[src/rtl/rt_rst_pkg.sv]
// rtl/rt_rst_pkg.sv - reset sequencer state encoding, cause bit indices and default timing constants
package rt_rst_pkg;

    localparam int unsigned DEF_LOCK_STABLE_CYCLES = 256;
    localparam int unsigned DEF_STAGE_DELAY_CYCLES = 16;
    localparam int unsigned DEF_HOLD_CYCLES        = 8;

    typedef enum logic [2:0] {
        WAIT_LOCK,
        REL_IC,
        REL_PERIPH,
        REL_CORE,
        RUN,
        ASSERT_CORE,
        ASSERT_PERIPH,
        HOLD
    } rst_state_e;

    typedef enum logic [1:0] {
        CAUSE_LOCK = 2'd0,
        CAUSE_SW   = 2'd1,
        CAUSE_DBG  = 2'd2
    } rst_cause_e;

    function automatic logic [2:0] cause_bit(input rst_cause_e b);
        return 3'b001 << b;
    endfunction

    function automatic logic [2:0] req_cause(input logic sw, input logic ndm);
        logic [2:0] c;
        c = 3'b000;
        if (sw)  c = c | cause_bit(CAUSE_SW);
        if (ndm) c = c | cause_bit(CAUSE_DBG);
        return c;
    endfunction

    function automatic int unsigned max3(input int unsigned a, input int unsigned b,
                                         input int unsigned c);
        int unsigned m;
        m = (a > b) ? a : b;
        return (m > c) ? m : c;
    endfunction

endpackage

[src/rtl/rt_rst_sync.sv]
// rtl/rt_rst_sync.sv - two-flop synchronizer with asynchronous active-low clear
module rt_rst_sync (
    input  logic clk_i,
    input  logic rst_ni,
    input  logic d_i,
    output logic q_o
);

    logic meta;

    always_ff @(posedge clk_i or negedge rst_ni) begin
        if (!rst_ni) begin
            meta <= 1'b0;
            q_o  <= 1'b0;
        end else begin
            meta <= d_i;
            q_o  <= meta;
        end
    end

endmodule

[src/rtl/rt_rst_ctrl.sv]
// rtl/rt_rst_ctrl.sv - staged ic/periph/core reset sequencer; define RT_RST_CTRL_CAUSE_EN for the reset-cause register
module rt_rst_ctrl
    import rt_rst_pkg::*;
#(
    parameter int unsigned LOCK_STABLE_CYCLES = DEF_LOCK_STABLE_CYCLES,
    parameter int unsigned STAGE_DELAY_CYCLES = DEF_STAGE_DELAY_CYCLES,
    parameter int unsigned HOLD_CYCLES        = DEF_HOLD_CYCLES
) (
    input  logic       clk_i,
    input  logic       rst_ni,
    input  logic       pll_locked_i,
    input  logic       sw_rst_req_i,
    input  logic       ndm_rst_req_i,
    output logic       rst_ic_no,
    output logic       rst_periph_no,
    output logic       rst_core_no,
    output logic       busy_o,
    output logic [2:0] rst_cause_o
);

    localparam int unsigned CNT_MAX = max3(LOCK_STABLE_CYCLES - 1, STAGE_DELAY_CYCLES - 1,
                                           HOLD_CYCLES - 1);
    localparam int unsigned CNT_W   = (CNT_MAX < 1) ? 1 : $clog2(CNT_MAX + 1);

    localparam logic [CNT_W-1:0] LOCK_LAST  = CNT_W'(LOCK_STABLE_CYCLES - 1);
    localparam logic [CNT_W-1:0] STAGE_LAST = CNT_W'(STAGE_DELAY_CYCLES - 1);
    localparam logic [CNT_W-1:0] HOLD_LAST  = CNT_W'(HOLD_CYCLES - 1);

    rst_state_e       state;
    logic [CNT_W-1:0] cnt;
    logic [CNT_W-1:0] cnt_inc;
    logic             lock_s;
    logic             lock_lost;
    logic             req;

    rt_rst_sync u_lock_sync (
        .clk_i  (clk_i),
        .rst_ni (rst_ni),
        .d_i    (pll_locked_i),
        .q_o    (lock_s)
    );

    assign cnt_inc   = (cnt == {CNT_W{1'b1}}) ? cnt : cnt + 1'b1;
    // Outside WAIT_LOCK the lock was high when we left it, so a low sample is a loss.
    assign lock_lost = (state != WAIT_LOCK) && !lock_s;
    assign req       = sw_rst_req_i || ndm_rst_req_i;

    always_ff @(posedge clk_i or negedge rst_ni) begin
        if (!rst_ni) begin
            state         <= WAIT_LOCK;
            cnt           <= '0;
            rst_ic_no     <= 1'b0;
            rst_periph_no <= 1'b0;
            rst_core_no   <= 1'b0;
            busy_o        <= 1'b1;
        end else if (lock_lost) begin
            state         <= WAIT_LOCK;
            cnt           <= '0;
            rst_ic_no     <= 1'b0;
            rst_periph_no <= 1'b0;
            rst_core_no   <= 1'b0;
            busy_o        <= 1'b1;
        end else begin
            case (state)
                WAIT_LOCK: begin
                    if (!lock_s) begin
                        cnt <= '0;
                    end else if (cnt == LOCK_LAST) begin
                        state     <= REL_IC;
                        cnt       <= '0;
                        rst_ic_no <= 1'b1;
                    end else begin
                        cnt <= cnt_inc;
                    end
                end
                REL_IC: begin
                    if (cnt == STAGE_LAST) begin
                        state         <= REL_PERIPH;
                        cnt           <= '0;
                        rst_periph_no <= 1'b1;
                    end else begin
                        cnt <= cnt_inc;
                    end
                end
                REL_PERIPH: begin
                    if (cnt == STAGE_LAST) begin
                        state       <= REL_CORE;
                        cnt         <= '0;
                        rst_core_no <= 1'b1;
                    end else begin
                        cnt <= cnt_inc;
                    end
                end
                REL_CORE: begin
                    state  <= RUN;
                    cnt    <= '0;
                    busy_o <= 1'b0;
                end
                RUN: begin
                    if (req) begin
                        state       <= ASSERT_CORE;
                        cnt         <= '0;
                        rst_core_no <= 1'b0;
                        busy_o      <= 1'b1;
                    end
                end
                ASSERT_CORE: begin
                    if (cnt == STAGE_LAST) begin
                        state         <= ASSERT_PERIPH;
                        cnt           <= '0;
                        rst_periph_no <= 1'b0;
                    end else begin
                        cnt <= cnt_inc;
                    end
                end
                ASSERT_PERIPH: begin
                    if (cnt == STAGE_LAST) begin
                        state     <= HOLD;
                        cnt       <= '0;
                        rst_ic_no <= 1'b0;
                    end else begin
                        cnt <= cnt_inc;
                    end
                end
                HOLD: begin
                    if (cnt == HOLD_LAST) begin
                        state <= WAIT_LOCK;
                        cnt   <= '0;
                    end else begin
                        cnt <= cnt_inc;
                    end
                end
                default: begin
                    state         <= WAIT_LOCK;
                    cnt           <= '0;
                    rst_ic_no     <= 1'b0;
                    rst_periph_no <= 1'b0;
                    rst_core_no   <= 1'b0;
                    busy_o        <= 1'b1;
                end
            endcase
        end
    end

`ifdef RT_RST_CTRL_CAUSE_EN
    logic [2:0] cause_q;

    always_ff @(posedge clk_i or negedge rst_ni) begin
        if (!rst_ni) begin
            cause_q <= cause_bit(CAUSE_LOCK);
        end else if (lock_lost) begin
            cause_q <= cause_bit(CAUSE_LOCK);
        end else if (state == RUN && req) begin
            cause_q <= req_cause(sw_rst_req_i, ndm_rst_req_i);
        end
    end

    assign rst_cause_o = cause_q;
`else
    assign rst_cause_o = 3'b000;
`endif

endmodule

[config.mk]
export PLATFORM = sky130hd
export DESIGN_NAME = rt_rst_ctrl
export DESIGN_NICKNAME = d
export VERILOG_FILES = /design/src/rtl/rt_rst_pkg.sv /design/src/rtl/rt_rst_sync.sv /design/src/rtl/rt_rst_ctrl.sv
export SDC_FILE = /design/constraint.sdc
export NUM_CORES = 1
export LEC_CHECK = 0
export BUFFER_PORTS_ARGS = -buffer_cell sky130_fd_sc_hd__buf_2
export CORE_MARGIN = 3
export CORE_UTILIZATION = 57
export CTS_CLUSTER_SIZE = 25
export DETAILED_ROUTE_END_ITERATION = 6
export PLACE_DENSITY = 0.81
export SETUP_SLACK_MARGIN = 0.15
export SYNTH_ARGS = -nofsm -noshare
export SYNTH_HDL_FRONTEND = slang
export SYNTH_SLANG_ARGS = --single-unit
[constraint.sdc]
create_clock -name clk_i -period 2 [get_ports clk_i]
set_input_delay 0.2 -clock clk_i [delete_from_list [all_inputs] [get_ports clk_i]]
set_output_delay 0.2 -clock clk_i [all_outputs]
set_load 0.1 [all_outputs]
==> impl_metrics.csv, run 1 <==
group,metric,value,unit
sta,min_period_over_period,93.9,%
logic_synthesis,synth_warnings,0,
power_and_ir_drop,power_frac_clock,30.6,%
logic_synthesis,synth-simple-area-share,22.3,%
logic_synthesis,synth_top_area_cell,"dfrtp_1",
sta,max_freq,0.532,GHz
logic_synthesis,synth_cell_type_count,47,
logic_synthesis,syn-cell-area,1180,sq um
logic_synthesis,synth_top_area_share,34.0,%
final_layout,n_antenna_cell,0,
floorplan,start_util,64.1,%
logic_synthesis,synth-seq-cells,17,
final_layout,area_delta_synth_final,16.6,%
worst_setup_path,reg2reg_to,"cnt[7]",
sta,holdWs,0.338,ns
final_layout,multi_input_area,691,sq um
sta,finalSetupViolCount,0,
final_layout,seqCellArea,427,sq um
global_route,grt_antenna_before_repair,0,
outcome,status,"completed",
logic_synthesis,yosysSeqAreaShare,36.2,%
final_layout,fillCellCount,147,
worst_setup_path,crit_type,"reg -> reg",
global_route,grt_pass1_wl,5150,microns
routing,postRouteAntennaNets,0,
clock_tree,cts_buffers,3,
routing,first_pass_iters,5,
power_and_ir_drop,combPwrFrac,12.1,%
clock_tree,insertion_delay,0.30,ns
power_and_ir_drop,powerDensity,453,nW/um^2
floorplan,fp-row-count,15,
logic_synthesis,synthXorXnorAreaFrac,1.49,%
logic_synthesis,synth_top_family_by_area,"compound AO/OA/AOI/OAI gates",
place,dpl-instance-area,1250,sq um
floorplan,die_h,51.5,microns
worst_setup_path,crit_fanout,5,
floorplan,die_w,51.5,microns
final_layout,final_cell_area,1370,sq um
job,max_cap_violations,0,
global_route,grt.total_usage,26.1,%
worst_setup_path,reg2reg_depth,6,
logic_synthesis,syn_inst,133,
place,gp_congestion,0.935,
logic_synthesis,synthTopCellsByCount,"dfrtp_1, nand2_1, nor2_1, o21ai_0, a21oi_1",
routing,vias,1191,
logic_synthesis,synth_compound_area_share,28.0,%
sta,min_period,1.88,ns
logic_synthesis,synth_fa_ha_area_share,2.12,%
place,port_buffers,8,
routing,post_drt_via_cell_ratio,6.62,
final_layout,nets,163,
sta,tns,0,ns
worst_setup_path,worst_setup_path_end_kind,"flop",
worst_setup_path,r2r-start,"cnt[5]",
sta,skew,0.00545,ns
floorplan,ios,12,
place,dp_hpwl,2030,microns
logic_synthesis,synthArstFlopShare,100,%
clock_tree,clock_tree.root_cell,"clkbuf_4",
worst_setup_path,cp.required,2.18,ns
floorplan,die-area,2650,sq um
worst_setup_path,rrSetupSlack,0.12,ns
routing,first_iter_violations,95,
power_and_ir_drop,p_sw,0.000174,W
logic_synthesis,synth_area_per_cell,8.86,sq um
global_route,grt.overflow.total,0,
logic_synthesis,synth_edf_count,0,
clock_tree,clk_path_buf_depth,2,
power_and_ir_drop,swShare,27.9,%
clock_tree,cts_tree,"built",
power_and_ir_drop,ir_drop,0.434,mV
logic_synthesis,synth_mux_area_share,0,%
sta,slew_violations,0,
final_layout,fin_util,74.7,%
logic_synthesis,synth_ff_type,"dfrtp_1",
sta,hold_viol_final,0,
power_and_ir_drop,p_int,0.000448,W
worst_setup_path,start_kind,"flop",
worst_hold_path,hp-class,"in -> async",
logic_synthesis,yosysMostFrequentCell,"dfrtp_1",
clock_tree,clkTransAtPathRegs,0.10,ns
worst_setup_path,critical_path_arrival,2.06,ns
routing,wl_per_cell,17.0,microns
global_route,grt_start_max_net_pins,18,
global_route,grt_pass1_vias,1119,
power_and_ir_drop,pwr-share-seq,57.3,%
sta,rsz0062_at_grt,"true",
final_layout,drive_gt1_share,29.7,%
clock_tree,h-tree-depth,1,
power_and_ir_drop,p_leak,0.574,nW
routing,drc,0,
floorplan,coreArea,1840,sq um
routing,finalWirelength,3060,microns
logic_synthesis,synthTopCellsByArea,"dfrtp_1, nand2_1, o21ai_0, clkbuf_8, buf_4",
clock_tree,clkSinkCount,17,
-- area by class of cell --
class / instances / area share, %
clock buffers: 4 / 1.91
inverters: 5 / 1.37
multi-input cells: 103 / 50.3
flip-flops and latches: 17 / 31.1
well taps: 25 / 2.28
repair buffers: 26 / 13.1
-- stage by stage --
stage	power, W	cells	setup slack [ns]
after floorplan	0.000417	135	0.172
after global placement	0.000431	169	0.150
after detailed placement	0.000434	169	0.0653
after CTS	0.000628	180	0.136
after global routing	0.000651	180	0.0742
final	0.000622	180	0.121
-- worst max-delay path, cell delays in order, from the launching register on --
cell and delay [ns]:
dfrtp_1 0.39, or4_4 0.60, o31ai_4 0.26, buf_4 0.17
nand3_2 0.07, a32oi_1 0.18, a21oi_1 0.08
-- what timing repair did --
action	CTS	global route
pin swaps	4	6
hold endpoints to repair	17	0
setup buffers	5	0
gates resized for setup	5	7
setup endpoints to repair	8	12
hold buffers	2	0
-- power by group through the flow --
stage / Clock [W] / Combinational (W) / Sequential [W]
2_1_floorplan: 0 / 0.0000539 / 0.000363
3_3_place_gp: 0 / 0.0000691 / 0.000362
3_5_place_dp: 0 / 0.0000711 / 0.000363
4_1_cts: 0.000198 / 0.0000741 / 0.000356
5_1_grt: 0.000212 / 0.0000811 / 0.000358
6_report: 0.000190 / 0.0000755 / 0.000356
-- flip-flops by register name, summed over array words and instances (netlist names) --
register and count:
rst_periph_no 1, u_lock_sync.q_o 1, cnt 8, rst_ic_no 1, u_lock_sync.meta 1, rst_core_no 1
state 3, busy_o 1
-- worst max path at each step --
stage,start,endpoint,cells past startpoint
2_1_floorplan,cnt[4],state[0],6
3_3_place_gp,cnt[4],cnt[2],5
3_5_place_dp,cnt[4],cnt[5],5
4_1_cts,cnt[5],cnt[7],6
5_1_grt,cnt[5],cnt[7],6
6_report,cnt[5],cnt[7],6
-- per-layer routing --
metal | routed length, microns | track usage [%] | vias up
li1 | - | - | 545
met1 | 1230 | 34.5 | 551
met2 | 1450 | 41.9 | 82
met3 | 290 | 5.25 | 13
met4 | 91 | 10.0 | 0
met5 | 0 | 0 | -
-- logic make-up (layout without fill, tap and decap cells) --
| kind of cell | Yosys count | count (layout) |
|---|---|---|
| flops | 17 | 17 |
| fa+ha+maj | 2 | 2 |
| buf+inv | 15 | 35 |
| simple gates | 50 | 50 |
| other cells | 1 | 3 |
| compound gates | 46 | 46 |
| xor+xnor | 2 | 2 |
-- placed cells by master, fill, tap and decap left out, types with 3 or more instances in the layout --
cell / instances
a21oi_1: 7
a221oi_1: 4
a31oi_1: 4
a32oi_1: 3
buf_2: 8
buf_4: 16
clkbuf_4: 3
conb_1: 3
dfrtp_1: 16
inv_1: 5
nand2_1: 15
nand3_1: 3
nand3_2: 3
nor2_1: 8
o21ai_0: 8
o21ai_2: 4
Note: power is estimated with default switching activity, not from simulation.
==> inputs of run 2 (changes only) <==
Settings changed: ABC_AREA from default to 1, BUFFER_PORTS_ARGS -buffer_cell sky130_fd_sc_hd__buf_2 to default, CORE_UTILIZATION 57 to 60, DONT_BUFFER_PORTS from default to 1, PLACE_DENSITY 0.81 to 0.8.
==> impl_metrics.csv, run 2 <==
group,metric,value,unit
routing,postRouteAntennaNets,0,
place,post-place-ws,0.349,ns
global_route,grt.overflow.total,0,
sta,relSlewSlack,48.0,%
sta,skew,0.00159,ns
power_and_ir_drop,powerDensity,468,nW/um^2
logic_synthesis,synth_top_area_share,32.3,%
routing,vias,1104,
outcome,status,"completed",
routing,first_iter_violations,59,
logic_synthesis,synthTopCellsByArea,"dfrtp_1, nand2_1, inv_1, nand3_1, nand2_2",
clock_tree,h-tree-depth,1,
sta,max_freq,0.597,GHz
sta,rsz0062_at_grt,"false",
clock_tree,clk_path_buf_depth,2,
sta,min_period,1.68,ns
power_and_ir_drop,pwr-share-seq,58.4,%
power_and_ir_drop,fin_total_pwr,0.000611,W
worst_setup_path,worst_setup_path_end_kind,"flop",
routing,wl_per_cell,12.7,microns
worst_hold_path,hp-start,"sw_rst_req_i",
power_and_ir_drop,swShare,27.7,%
final_layout,final_common_cell,"nand2_1",
routing,post_drt_via_cell_ratio,5.49,
place,gp_congestion,0.907,
routing,finalWirelength,2560,microns
logic_synthesis,syn_inst,170,
logic_synthesis,synth-seq-cells,17,
sta,worst_slew_pin_slew,0.778,ns
final_layout,area_delta_synth_final,5.35,%
logic_synthesis,yosysMostFrequentCell,"nand2_1",
sta,hold_viol_final,0,
floorplan,coreArea,1840,sq um
place,port_buffers,0,
clock_tree,insertion_delay,0.30,ns
logic_synthesis,syn-cell-area,1240,sq um
global_route,grt_antenna_before_repair,0,
logic_synthesis,synth_edf_count,0,
final_layout,drive_gt1_share,21.0,%
routing,drc,0,
worst_setup_path,crit_type,"reg -> reg",
power_and_ir_drop,ir_drop,0.389,mV
worst_hold_path,hp-class,"in -> reg",
final_layout,seqCellArea,427,sq um
place,placed_cells,195,
floorplan,fp-row-count,15,
clock_tree,clkSinkCount,17,
final_layout,layout.cells.non_filler,201,
clock_tree,cts-resized-gates,0,
final_layout,nets,184,
logic_synthesis,synth_top_area_cell,"dfrtp_1",
power_and_ir_drop,p_leak,0.668,nW
worst_hold_path,hold_depth,6,
logic_synthesis,synth_area_per_cell,7.29,sq um
clock_tree,clkTransAtPathRegs,0.10,ns
worst_setup_path,r2r-start,"cnt[0]",
final_layout,layout_common_cells,"nand2_1, inv_1, dfrtp_1",
clock_tree,cts_tree,"built",
worst_setup_path,reg2reg_depth,10,
power_and_ir_drop,combPwrFrac,10.6,%
routing,first_pass_iters,4,
sta,finalSetupViolCount,0,
logic_synthesis,synth_cell_type_count,29,
floorplan,ios,12,
logic_synthesis,synth_warnings,0,
clock_tree,clock_tree.root_cell,"clkbuf_4",
logic_synthesis,synth_ff_type,"dfrtp_1",
logic_synthesis,synthTopCellsByCount,"nand2_1, inv_1, dfrtp_1",
sta,holdWs,0.283,ns
job,max_cap_violations,0,
logic_synthesis,yosysSeqAreaShare,34.4,%
floorplan,start_util,67.4,%
global_route,grt.total_usage,23.9,%
sta,slew_violations,0,
global_route,grt_pass1_wl,4730,microns
worst_setup_path,cp.required,2.22,ns
floorplan,die_w,51.5,microns
worst_setup_path,crit_start,"cnt[0]",
final_layout,reg_top3,"cnt (8), state (3)",
global_route,grt_pass1_vias,1066,
sta,tns,0,ns
clock_tree,cts_buffers,3,
final_layout,fillCellCount,163,
power_and_ir_drop,p_int,0.000441,W
final_layout,multi_input_area,689,sq um
final_layout,n_antenna_cell,0,
power_and_ir_drop,p_sw,0.000169,W
clock_tree,cts_setup_buffers,0,
worst_setup_path,crit_fanout,7,
final_layout,largest_reg_flops,8,
logic_synthesis,synthArstFlopShare,100,%
global_route,grt_start_max_net_pins,18,
place,dp_hpwl,1980,microns
worst_setup_path,start_kind,"flop",
floorplan,die-area,2650,sq um
power_and_ir_drop,power_frac_clock,31.0,%
sta,final.setup.worst_slack,0.324,ns
sta,min_period_over_period,83.8,%
final_layout,largest-register,"cnt",
floorplan,die_h,51.5,microns
worst_setup_path,critical_path_arrival,1.90,ns
run 2: cell count changes after synthesis, sizes merged, moves of 3 or more:
cell,delta
a32oi,-3
a31oi,-4
nor2,+13
nand3,+12
o31ai,-3
a221oi,-4
and2,-3
nand2,+40
inv,+17
clkbuf,-4
run 2: final cells by class:
cell class / count / share of cell area (%)
multi-input cells: 127 / 52.8
flip-flops and latches: 17 / 32.7
inverters: 23 / 6.61
repair buffers: 5 / 3.26
well taps: 25 / 2.39
clock buffers: 3 / 1.72
clock inverters: 1 / 0.575
run 2: final timing paths:
| check | end | slack, ns |
|---|---|---|
| max | cnt[0] | 0.32 |
| min | cnt[6] | 0.28 |
| max reg2reg | cnt[0] | 0.32 |
| min reg2reg | u_lock_sync.q_o | 0.36 |
| max in group asynchronous | cnt[2] | 1.11 |
| min in group asynchronous | cnt[5] | 0.41 |
run 2: critical path, cell delays in order (launching register included):
cell      delay (ns)
dfrtp_1         0.41
ha_1            0.25
nand2_2         0.14
clkinv_1        0.14
nand3_4         0.16
ha_1            0.24
inv_1           0.06
nand2_1         0.04
nand2_1         0.05
nand2_1         0.04
o21ai_0         0.07
run 2: through the flow:
stage,utilization (%),area [sq um]
3_3_place_gp,68.3,1260
5_1_grt,71.0,1310
6_report,71.0,1310
3_5_place_dp,68.3,1260
4_1_cts,71.0,1310
2_1_floorplan,-,1250
run 2: what timing repair did:
action	in CTS	in global routing
hold buffers	2	0
setup endpoints to repair	0	0
endpoints found under the hold margin	18	0
run 2: power groups by stage:
stage	Combinational [W]	Clock [W]	Sequential, W
after floorplan	0.0000544	0	0.000362
after global placement	0.0000543	0	0.000363
after detailed placement	0.0000554	0	0.000363
after CTS	0.0000654	0.000196	0.000356
after global routing	0.0000711	0.000213	0.000358
final	0.0000650	0.000189	0.000356
run 2: logic make-up (layout without fill, tap and decap cells):
| logic type | count (synthesis) | in the layout | synth area share, % |
|---|---|---|---|
| DFF | 17 | 17 | 34.4 |
| xor gates and xnor gates | 2 | 2 | 1.41 |
| adders and majority gates | 2 | 2 | 2.02 |
| AOI/OAI and AO/OA | 20 | 20 | 9.08 |
| other | 1 | 3 | 0.302 |
| and+or+nand+nor | 100 | 100 | 42.2 |
| buffers and inverters | 28 | 32 | 10.6 |
run 2: metal layers:
layer	global-route usage (%)	up-vias	wire length (microns)
li1	-	544	-
met1	30.8	497	1090
met2	38.6	55	1180
met3	5.83	8	235
met4	8.73	0	44
met5	0	-	0
==> inputs of run 3 (changes only) <==
Settings changed: ABC_AREA 1 to 0, CORE_UTILIZATION 60 to 55, PLACE_DENSITY 0.8 to 0.77.
Clock period 2 ns to 1.5 ns, I/O delays scaled along.
==> impl_metrics.csv, run 3 (synthesis gave the netlist of run 1 again) <==
group,metric,value,unit
worst_setup_path,crit_fanout,7,
sta,holdWs,0.191,ns
floorplan,coreArea,2000,sq um
clock_tree,clkSinkCount,17,
outcome,violations,"setup timing",
floorplan,die_w,52.3,microns
job,max_cap_violations,0,
worst_setup_path,start_kind,"flop",
sta,worst_slew_pin_slew,0.767,ns
sta,relSlewSlack,48.7,%
power_and_ir_drop,powerDensity,540,nW/um^2
final_layout,nets,178,
global_route,grt.overflow.total,0,
clock_tree,insertion_delay,0.30,ns
power_and_ir_drop,ir_drop,0.509,mV
worst_setup_path,critical_path_arrival,2.03,ns
clock_tree,h-tree-depth,1,
sta,finalSetupViolCount,14,
sta,min_period_over_period,123,%
clock_tree,clk_path_buf_depth,2,
routing,postRouteAntennaNets,0,
final_layout,largest_reg_flops,8,
routing,finalWirelength,3400,microns
final_layout,layout_common_cells,"buf_4, dfrtp_1, nand2_1",
place,gp_congestion,0.950,
place,dp_hpwl,2320,microns
clock_tree,cts_buffers,3,
sta,hold_viol_final,0,
global_route,grt_pass1_vias,1195,
routing,first_pass_iters,6,
sta,skew,0.00789,ns
sta,max_freq,0.543,GHz
global_route,grt_antenna_before_repair,0,
sta,min_period,1.84,ns
clock_tree,clock_tree.root_cell,"clkbuf_4",
floorplan,fp-row-count,16,
worst_setup_path,cp.required,1.69,ns
global_route,grt_start_max_net_pins,18,
worst_setup_path,worst_setup_path_end_kind,"flop",
sta,final.setup.worst_slack,-0.343,ns
final_layout,reg_top3,"cnt (8), state (3)",
worst_setup_path,crit_type,"reg -> reg",
routing,drc,0,
routing,first_iter_violations,95,
global_route,grt_pass1_wl,5730,microns
floorplan,die_h,52.3,microns
final_layout,area_delta_synth_final,30.1,%
outcome,status,"finished, violations left",
routing,post_drt_via_cell_ratio,6.44,
final_layout,largest-register,"cnt",
routing,wl_per_cell,17.2,microns
sta,rsz0062_at_grt,"true",
clock_tree,cts_tree,"built",
clock_tree,clkTransAtPathRegs,0.10,ns
place,post-place-ws,-0.308,ns
floorplan,die-area,2730,sq um
floorplan,ios,12,
worst_hold_path,hp-class,"in -> reg",
floorplan,start_util,58.9,%
place,port_buffers,0,
final_layout,final_common_cell,"buf_4",
power_and_ir_drop,p_leak,0.670,nW
final_layout,drive_gt1_share,37.6,%
sta,slew_violations,0,
final_layout,n_antenna_cell,0,
global_route,grt.total_usage,28.5,%
routing,vias,1268,
[run 3: changes by cell type in the layout (fill, tap and decap cells not counted), sizes merged, moves of 4 or more]
| cell | previous run | this run |
|---|---|---|
| nor2 | 22 | 9 |
| nand2 | 55 | 15 |
| nand3 | 18 | 6 |
| a221oi | 0 | 4 |
| inv | 22 | 5 |
| a31oi | 0 | 4 |
| buf | 3 | 39 |
[run 3: timing repair]
item                                    4_1_cts  5_1_grt
endpoints found under the hold margin        18        0
pin swaps                                     4        0
setup buffers                                 1        2
gates resized for setup                       6        6
endpoints found under the setup margin       15       16
hold buffers                                  2        0
[run 3: critical path: stages, from the launching register on]
cell,delay [ns]
dfrtp_1,0.39
or4_4,0.61
o31ai_4,0.22
buf_4,0.17
nand3_2,0.07
a32oi_1,0.20
a21oi_1,0.07
[run 3: layout make-up]
| cell class | instances | area [sq um] |
|---|---|---|
| Multi-Input combinational cell | 103 | 708 |
| Fill cell | 130 | 468 |
| Sequential cell | 17 | 427 |
| Timing Repair Buffer | 41 | 320 |
| Tap cell | 27 | 33.8 |
| Clock buffer | 4 | 26.3 |
| Inverter | 5 | 18.8 |
[run 3: final timing paths]
kind	start	end	slack [ns]	cells past startpoint
max	cnt[5]	cnt[7]	-0.34	6
min	ndm_rst_req_i	rst_core_no	0.19	4
max reg2reg	cnt[5]	cnt[7]	-0.34	6
min reg2reg	u_lock_sync.meta	u_lock_sync.q_o	0.37	0
max in group asynchronous	rst_ni	rst_periph_no	0.65	1
min in group asynchronous	rst_ni	cnt[4]	0.36	1
[run 3: layer usage]
layer	global-route usage [%]	share of wire, %	vias up
met5	0	0	-
met4	7.66	2.2	0
met3	5.98	11	16
met2	45.7	46	97
met1	38.7	41	589
li1	-	-	566
[run 3: metrics by stage]
| step | setup TNS [ns] | utilization (%) | total power, W | instance area [sq um] | cells |
|---|---|---|---|---|---|
| after floorplan | -2.52 | - | 0.000557 | 1200 | 135 |
| after global placement | -2.58 | 70.7 | 0.000567 | 1420 | 188 |
| after detailed placement | -3.15 | 70.7 | 0.000570 | 1420 | 188 |
| after CTS | -3.31 | 74.8 | 0.000832 | 1500 | 195 |
| after global routing | -4.92 | 76.6 | 0.000863 | 1530 | 197 |
| final | -3.64 | 76.6 | 0.000828 | 1530 | 197 |
[run 3: power by group]
part / internal (W) / switching, W / total (W)
clock: 0.000104 / 0.000147 / 0.000250
combinational: 0.0000281 / 0.0000752 / 0.000103
sequential: 0.000467 / 0.00000746 / 0.000475
